**src/rtl/hazard_ctrl_pkg.sv**
```systemverilog
// rtl/hazard_ctrl_pkg.sv - shared FSM state and forwarding-select encodings for hazard_ctrl
package hazard_ctrl_pkg;

    localparam logic [1:0] ST_RUN   = 2'd0;
    localparam logic [1:0] ST_LDU   = 2'd1;
    localparam logic [1:0] ST_MWAIT = 2'd2;
    localparam logic [1:0] ST_FLUSH = 2'd3;

    localparam logic [1:0] FWD_REG   = 2'b00;
    localparam logic [1:0] FWD_EXMEM = 2'b01;
    localparam logic [1:0] FWD_MEMWB = 2'b10;

endpackage

```
**src/rtl/hazard_ctrl_fwd_sel.sv**
```systemverilog
// rtl/hazard_ctrl_fwd_sel.sv - combinational ALU operand forwarding select for one source register
module fwd_sel
    import hazard_ctrl_pkg::*;
#(
    parameter int REG_ADDR_W = 5
) (
    input  logic [REG_ADDR_W-1:0] rs,
    input  logic [REG_ADDR_W-1:0] ex_reg_dst,
    input  logic                  ex_reg_wr_en,
    input  logic                  ex_mem_to_reg,
    input  logic [REG_ADDR_W-1:0] mem_reg_dst,
    input  logic                  mem_reg_wr_en,
    output logic [1:0]            sel
);

    // A load in EX has no result yet; the load-use bubble covers it, so skip to MEM.
    always_comb begin
        sel = FWD_REG;
        if (rs != '0) begin
            if (ex_reg_wr_en && !ex_mem_to_reg && (ex_reg_dst == rs)) begin
                sel = FWD_EXMEM;
            end else if (mem_reg_wr_en && (mem_reg_dst == rs)) begin
                sel = FWD_MEMWB;
            end
        end
    end

endmodule

```
**src/rtl/hazard_ctrl.sv**
```systemverilog
// rtl/hazard_ctrl.sv - RV32I pipeline hazard controller: stalls, bubbles, flushes, forwarding selects
// Optional performance counters enabled by defining HAZARD_PERF_CNT_EN.
module hazard_ctrl
    import hazard_ctrl_pkg::*;
#(
    parameter int REG_ADDR_W = 5,
    parameter int FLUSH_LEN  = 1
`ifdef HAZARD_PERF_CNT_EN
    ,
    parameter int PERF_W     = 32
`endif
) (
    input  logic                  clk,
    input  logic                  reset,
    input  logic [REG_ADDR_W-1:0] i_id_Rs1,
    input  logic [REG_ADDR_W-1:0] i_id_Rs2,
    input  logic                  i_id_UseRs1,
    input  logic                  i_id_UseRs2,
    input  logic [REG_ADDR_W-1:0] i_ex_RegDst,
    input  logic                  i_ex_RegWrEn,
    input  logic                  i_ex_MemToReg,
    input  logic [REG_ADDR_W-1:0] i_mem_RegDst,
    input  logic                  i_mem_RegWrEn,
    input  logic                  i_ex_Redirect,
    input  logic                  i_mem_Req,
    input  logic                  i_mem_Ready,
    output logic                  o_stall_if,
    output logic                  o_stall_id,
    output logic                  o_stall_ex,
    output logic                  o_stall_mem,
    output logic                  o_flush_id,
    output logic                  o_bubble_ex,
    output logic [1:0]            o_fwd_a,
    output logic [1:0]            o_fwd_b,
    output logic [1:0]            o_state
`ifdef HAZARD_PERF_CNT_EN
    ,
    output logic [PERF_W-1:0]     o_cnt_ldu,
    output logic [PERF_W-1:0]     o_cnt_mwait,
    output logic [PERF_W-1:0]     o_cnt_flush
`endif
);

    logic [1:0] state, state_nxt;
    logic [2:0] flush_cnt, flush_cnt_nxt;
    logic [1:0] fwd_a_nxt, fwd_b_nxt;
    logic       ldu, memw, in_flush, flush_last, redir_act, ldu_act;

    assign memw = i_mem_Req & ~i_mem_Ready;
    assign ldu  = i_ex_MemToReg & i_ex_RegWrEn & (i_ex_RegDst != '0) &
                  ((i_id_UseRs1 & (i_id_Rs1 == i_ex_RegDst)) |
                   (i_id_UseRs2 & (i_id_Rs2 == i_ex_RegDst)));

    assign in_flush   = (state == ST_FLUSH);
    assign flush_last = (({1'b0, flush_cnt} + 4'd1) == 4'(FLUSH_LEN));

    // EX holds a NOP while flushing or right after a load-use bubble, so its hazards are stale there.
    assign redir_act = i_ex_Redirect & ~in_flush;
    assign ldu_act   = ldu & ~i_ex_Redirect & ((state == ST_RUN) | (state == ST_MWAIT));

    assign o_stall_ex  = reset & memw;
    assign o_stall_mem = reset & memw;
    assign o_stall_if  = reset & (memw | ldu_act);
    assign o_stall_id  = reset & (memw | ldu_act);
    assign o_flush_id  = reset & ~memw & (redir_act | in_flush);
    assign o_bubble_ex = reset & ~memw & (redir_act | ldu_act);
    assign o_state     = state;

    always_comb begin
        state_nxt     = state;
        flush_cnt_nxt = flush_cnt;
        if (memw) begin
            if (!in_flush) begin
                state_nxt = ST_MWAIT;
            end
        end else if (in_flush) begin
            if (flush_last) begin
                state_nxt     = ST_RUN;
                flush_cnt_nxt = 3'd0;
            end else begin
                flush_cnt_nxt = flush_cnt + 3'd1;
            end
        end else if (i_ex_Redirect) begin
            state_nxt     = (FLUSH_LEN > 0) ? ST_FLUSH : ST_RUN;
            flush_cnt_nxt = 3'd0;
        end else if (ldu_act) begin
            state_nxt = ST_LDU;
        end else begin
            state_nxt = ST_RUN;
        end
    end

    fwd_sel #(.REG_ADDR_W(REG_ADDR_W)) u_fwd_a (
        .rs            (i_id_Rs1),
        .ex_reg_dst    (i_ex_RegDst),
        .ex_reg_wr_en  (i_ex_RegWrEn),
        .ex_mem_to_reg (i_ex_MemToReg),
        .mem_reg_dst   (i_mem_RegDst),
        .mem_reg_wr_en (i_mem_RegWrEn),
        .sel           (fwd_a_nxt)
    );

    fwd_sel #(.REG_ADDR_W(REG_ADDR_W)) u_fwd_b (
        .rs            (i_id_Rs2),
        .ex_reg_dst    (i_ex_RegDst),
        .ex_reg_wr_en  (i_ex_RegWrEn),
        .ex_mem_to_reg (i_ex_MemToReg),
        .mem_reg_dst   (i_mem_RegDst),
        .mem_reg_wr_en (i_mem_RegWrEn),
        .sel           (fwd_b_nxt)
    );

    always_ff @(posedge clk or negedge reset) begin
        if (!reset) begin
            state     <= ST_RUN;
            flush_cnt <= 3'd0;
            o_fwd_a   <= FWD_REG;
            o_fwd_b   <= FWD_REG;
        end else begin
            state     <= state_nxt;
            flush_cnt <= flush_cnt_nxt;
            if (!memw) begin
                o_fwd_a <= (redir_act | ldu_act) ? FWD_REG : fwd_a_nxt;
                o_fwd_b <= (redir_act | ldu_act) ? FWD_REG : fwd_b_nxt;
            end
        end
    end

`ifdef HAZARD_PERF_CNT_EN
    always_ff @(posedge clk or negedge reset) begin
        if (!reset) begin
            o_cnt_ldu   <= '0;
            o_cnt_mwait <= '0;
            o_cnt_flush <= '0;
        end else begin
            if (ldu_act && !memw && (o_cnt_ldu != '1)) begin
                o_cnt_ldu <= o_cnt_ldu + 1'b1;
            end
            if (memw && (o_cnt_mwait != '1)) begin
                o_cnt_mwait <= o_cnt_mwait + 1'b1;
            end
            if ((redir_act | in_flush) && !memw && (o_cnt_flush != '1)) begin
                o_cnt_flush <= o_cnt_flush + 1'b1;
            end
        end
    end
`endif

endmodule

```
**config.mk**
```make
export PLATFORM = sky130hd
export DESIGN_NAME = hazard_ctrl
export DESIGN_NICKNAME = d
export VERILOG_FILES = /design/src/rtl/hazard_ctrl_pkg.sv /design/src/rtl/hazard_ctrl_fwd_sel.sv /design/src/rtl/hazard_ctrl.sv
export SDC_FILE = /design/constraint.sdc
export NUM_CORES = 1
export LEC_CHECK = 0
export BUFFER_PORTS_ARGS = -buffer_cell sky130_fd_sc_hd__buf_2
export CAP_MARGIN = 25
export CORE_UTILIZATION = 46
export DETAILED_ROUTE_END_ITERATION = 8
export PLACE_DENSITY = 0.81
export SLEW_MARGIN = 20
export SYNTH_ARGS = -nofsm -noshare
export SYNTH_HDL_FRONTEND = slang
export SYNTH_HIERARCHICAL = 1
export SYNTH_SLANG_ARGS = --single-unit
export TNS_END_PERCENT = 30
```
**constraint.sdc**
```tcl
create_clock -name clk -period 1.83 [get_ports clk]
set_input_delay 0.0915 -clock clk [delete_from_list [all_inputs] [get_ports clk]]
set_output_delay 0.0915 -clock clk [all_outputs]
set_load 0.05 [all_outputs]
```
==> impl_metrics.json <==
{
  "synth_edf_count": 0,
  "start_util_pct": 50.95,
  "synth_nets": 139,
  "reg2reg_slack_ns": 0.22,
  "ys.flop_type": "dfrtp_1",
  "cp_cell_sequence": "nor2_1, o2111ai_2, nor2_4, o21a_2, clkbuf_4",
  "dp.cells": 171,
  "yosysTopAreaCellShare_pct": 24.79,
  "gp_congestion": 0.8991,
  "p_total_w": 0.0006855,
  "async_reset_ff_share_pct": 100.0,
  "port_buffers": 41,
  "coreArea_mm2": 0.001783,
  "setup_viol": 0,
  "worst_slew_pin_slew_ns": 0.3912,
  "worstReg2RegStart": "flush_cnt[0]",
  "period_needed_ns": 1.733,
  "worst_hold_path.num_cells": 5,
  "rsz0062_at_grt": "false",
  "clock_latency_ns": 0.26,
  "timing_hold_violations_final": 0,
  "status": "complete, no violations",
  "die_h_um": 46.44,
  "timing.rr.end": "o_state[0]",
  "clkTransAtPathRegs_ns": 0.07,
  "numCtsBuffers": 3,
  "grt_pass1_wl_um": 3519,
  "crit_fanout": 6,
  "drive_gt1_share_pct": 33.11,
  "period_share_pct": 94.68,
  "reg2reg_depth": 6,
  "cts_tree": "built",
  "stdcell_count": 176,
  "diodes": 0,
  "dpl.hpwl_um": 1888,
  "synthTopCellsByArea": "dfrtp_1 (25%), xor2_1 (15%), xnor2_1 (13%), nand2_1 (3.7%), nor2_1 (3.3%)",
  "yosysSeqAreaShare_pct": 24.79,
  "yosysWarnings": 6,
  "startpoint_type": "flop",
  "num_rows": 15,
  "yosys.area.top_type": "dfrtp_1",
  "die_w_um": 46.44,
  "drt_first_pass_iters": 4,
  "drc": 0,
  "worstHoldEndpoint": "o_fwd_a[1]",
  "htreeDepth": 1,
  "cap_violations": 0,
  "wl_per_cell_um": 13.02,
  "cts_max_path_buffers": 2,
  "slew_headroom_pct": 73.75,
  "worstSetupPathType": "flop to primary output",
  "crit_buf_inv": 1,
  "avgViaCountPerCell": 5.517,
  "drv_slew": 0,
  "clock-root-buffer": "clkbuf_4",
  "netlist_area_um2": 908.4,
  "ys_seq_elements": 9,
  "fill_cells": 144,
  "grt_use_total_pct": 22.93,
  "max-vdd-ir-drop_mv": 0.2455,
  "cpLargestDelayFamily": "flip-flops",
  "hp-start": "i_mem_RegWrEn",
  "vias": 971,
  "die_area_mm2": 0.002156,
  "grt_start_max_net_pins": 13,
  "tns_ns": 0,
  "finalWirelength_um": 2292,
  "fin_skew_ns": 0.01072,
  "min_path_type": "input port to flop",
  "antenna_found_initial": 0,
  "syn_inst": 107,
  "overflow": 0,
  "first_global_vias": 852,
  "cpPeakStageDelay_ns": 0.43,
  "clock.fmax_ghz": 0.5771,
  "boundaryPins": 42,
  "ant_nets": 0,
  "area_delta_synth_final_pct": 30.03,
  "fin_nets": 184,
  "crit_path_end_kind": "primary output",
  "syn_area_per_cell_um2": 8.489,
  "crit_slowest_cell": "dfrtp_1",
  "yosysUniqueCellTypes": 32,
  "clock_sinks": 9,
  "required_ns": 1.74,
  "p_per_area_mw_per_mm2": 580.4,
  "cp.arrival_ns": 1.64,
  "drt-initial-drc-count": 18,
  "p_leak_nw": 0.5415
}
[sequential cells by signal, indices dropped and copies added (netlist names)]
name,cells
o_fwd_a,2
flush_cnt,3
o_state,2
o_fwd_b,2
[power breakdown]
part,internal [W],switching (W)
clock network,0.0000839,0.0000690
logic,0.000108,0.000199
registers,0.000211,0.0000143
[area by class of cell]
class	count	area [um2]	share of cell area, %
multi-input cells	93	663.1	56.14
repair buffers	43	227.7	19.28
flip-flops and latches	9	225.2	19.07
well taps	25	31.28	2.648
clock buffers	4	26.28	2.225
inverters	2	7.507	0.6356
[cell families after synthesis]
kind of cell               after synthesis  synth area share, %
AOI/OAI and AO/OA                       17                14.32
xor gates and xnor gates                30                28.93
adders and majority gates                2                2.754
buffers and inverters                    5                2.892
DFF                                      9                24.79
and+or+nand+nor                         44                26.31
[layer usage]
| layer | vias to the layer above | GRT usage, % | share of wire, % |
|---|---|---|---|
| met4 | 0 | 7.059 | 0.44 |
| met1 | 448 | 27.66 | 42 |
| met3 | 3 | 3.529 | 5.6 |
| li1 | 473 | - | - |
| met5 | - | 0 | 0 |
| met2 | 47 | 40.83 | 52 |
[worst max path at each step]
stage / from / endpoint / cells after the start
after global placement: i_ex_RegDst[3] / o_stall_id / 7
after detailed placement: i_ex_RegDst[3] / o_stall_id / 7
final: o_state[0] / o_stall_id / 5
after global routing: o_state[0] / o_stall_id / 5
after floorplan: o_state[0] / o_bubble_ex / 4
after CTS: o_state[0] / o_stall_id / 5
[synth_stat cells, types with 2 or more instances]
library cell,number
nor4_1,4
buf_4,2
nand4b_1,2
nor2_1,8
xnor2_1,14
dfrtp_1,9
or4_1,3
o21a_1,2
nor4b_1,2
ha_1,2
o21ai_0,2
xor2_1,16
nand3_1,5
a22o_1,2
inv_1,2
nand4_1,2
nand2_1,9
a21oi_1,2
o21ai_1,4
nand2b_1,3
[stage by stage]
stage / hold WS (ns) / utilization, % / setup WS (ns) / area, um2
after global routing: 0.2114 / 66.25 / 0.01418 / 1181
after detailed placement: -0.03138 / 63.65 / 0.1858 / 1135
after global placement: -0.03549 / 63.65 / 0.2218 / 1135
final: 0.1972 / 66.25 / 0.09728 / 1181
after CTS: 0.1961 / 65.68 / 0.008761 / 1171
after floorplan: -0.2041 / - / -0.001684 / 909.6
[placed cells by master, fill, tap and decap left out, drive strengths merged, types with 2 or more instances in the layout]
cell	Yosys	layout
dfrtp	9	9
nand4	2	2
nand2b	3	3
buf	2	40
clkbuf	1	6
o21ai	6	6
nor4b	2	2
o21a	2	2
a21oi	2	2
nor4	4	4
and2	2	2
a22o	2	2
nand3	5	5
xor2	16	16
nor2	9	9
nand2	9	9
nand4b	2	2
xnor2	14	14
or4	3	3
inv	2	2
ha	2	2
[timing repair]
action | 4_1_cts | 5_1_grt
setup buffers | 0 | 0
endpoints found under the setup margin | 0 | 2
resized for setup | 0 | 3
hold endpoints to repair | 9 | 0
hold buffers | 1 | 0
[worst reg2reg max path, stage by stage (launching register included)]
cell       delay (ns)
dfrtp_1          0.43
ha_1             0.23
nand2b_1         0.08
nand3_1          0.10
a311oi_1         0.35
a21oi_1          0.16
a2bb2oi_2        0.15
Power figures use the tool's default switching activity.
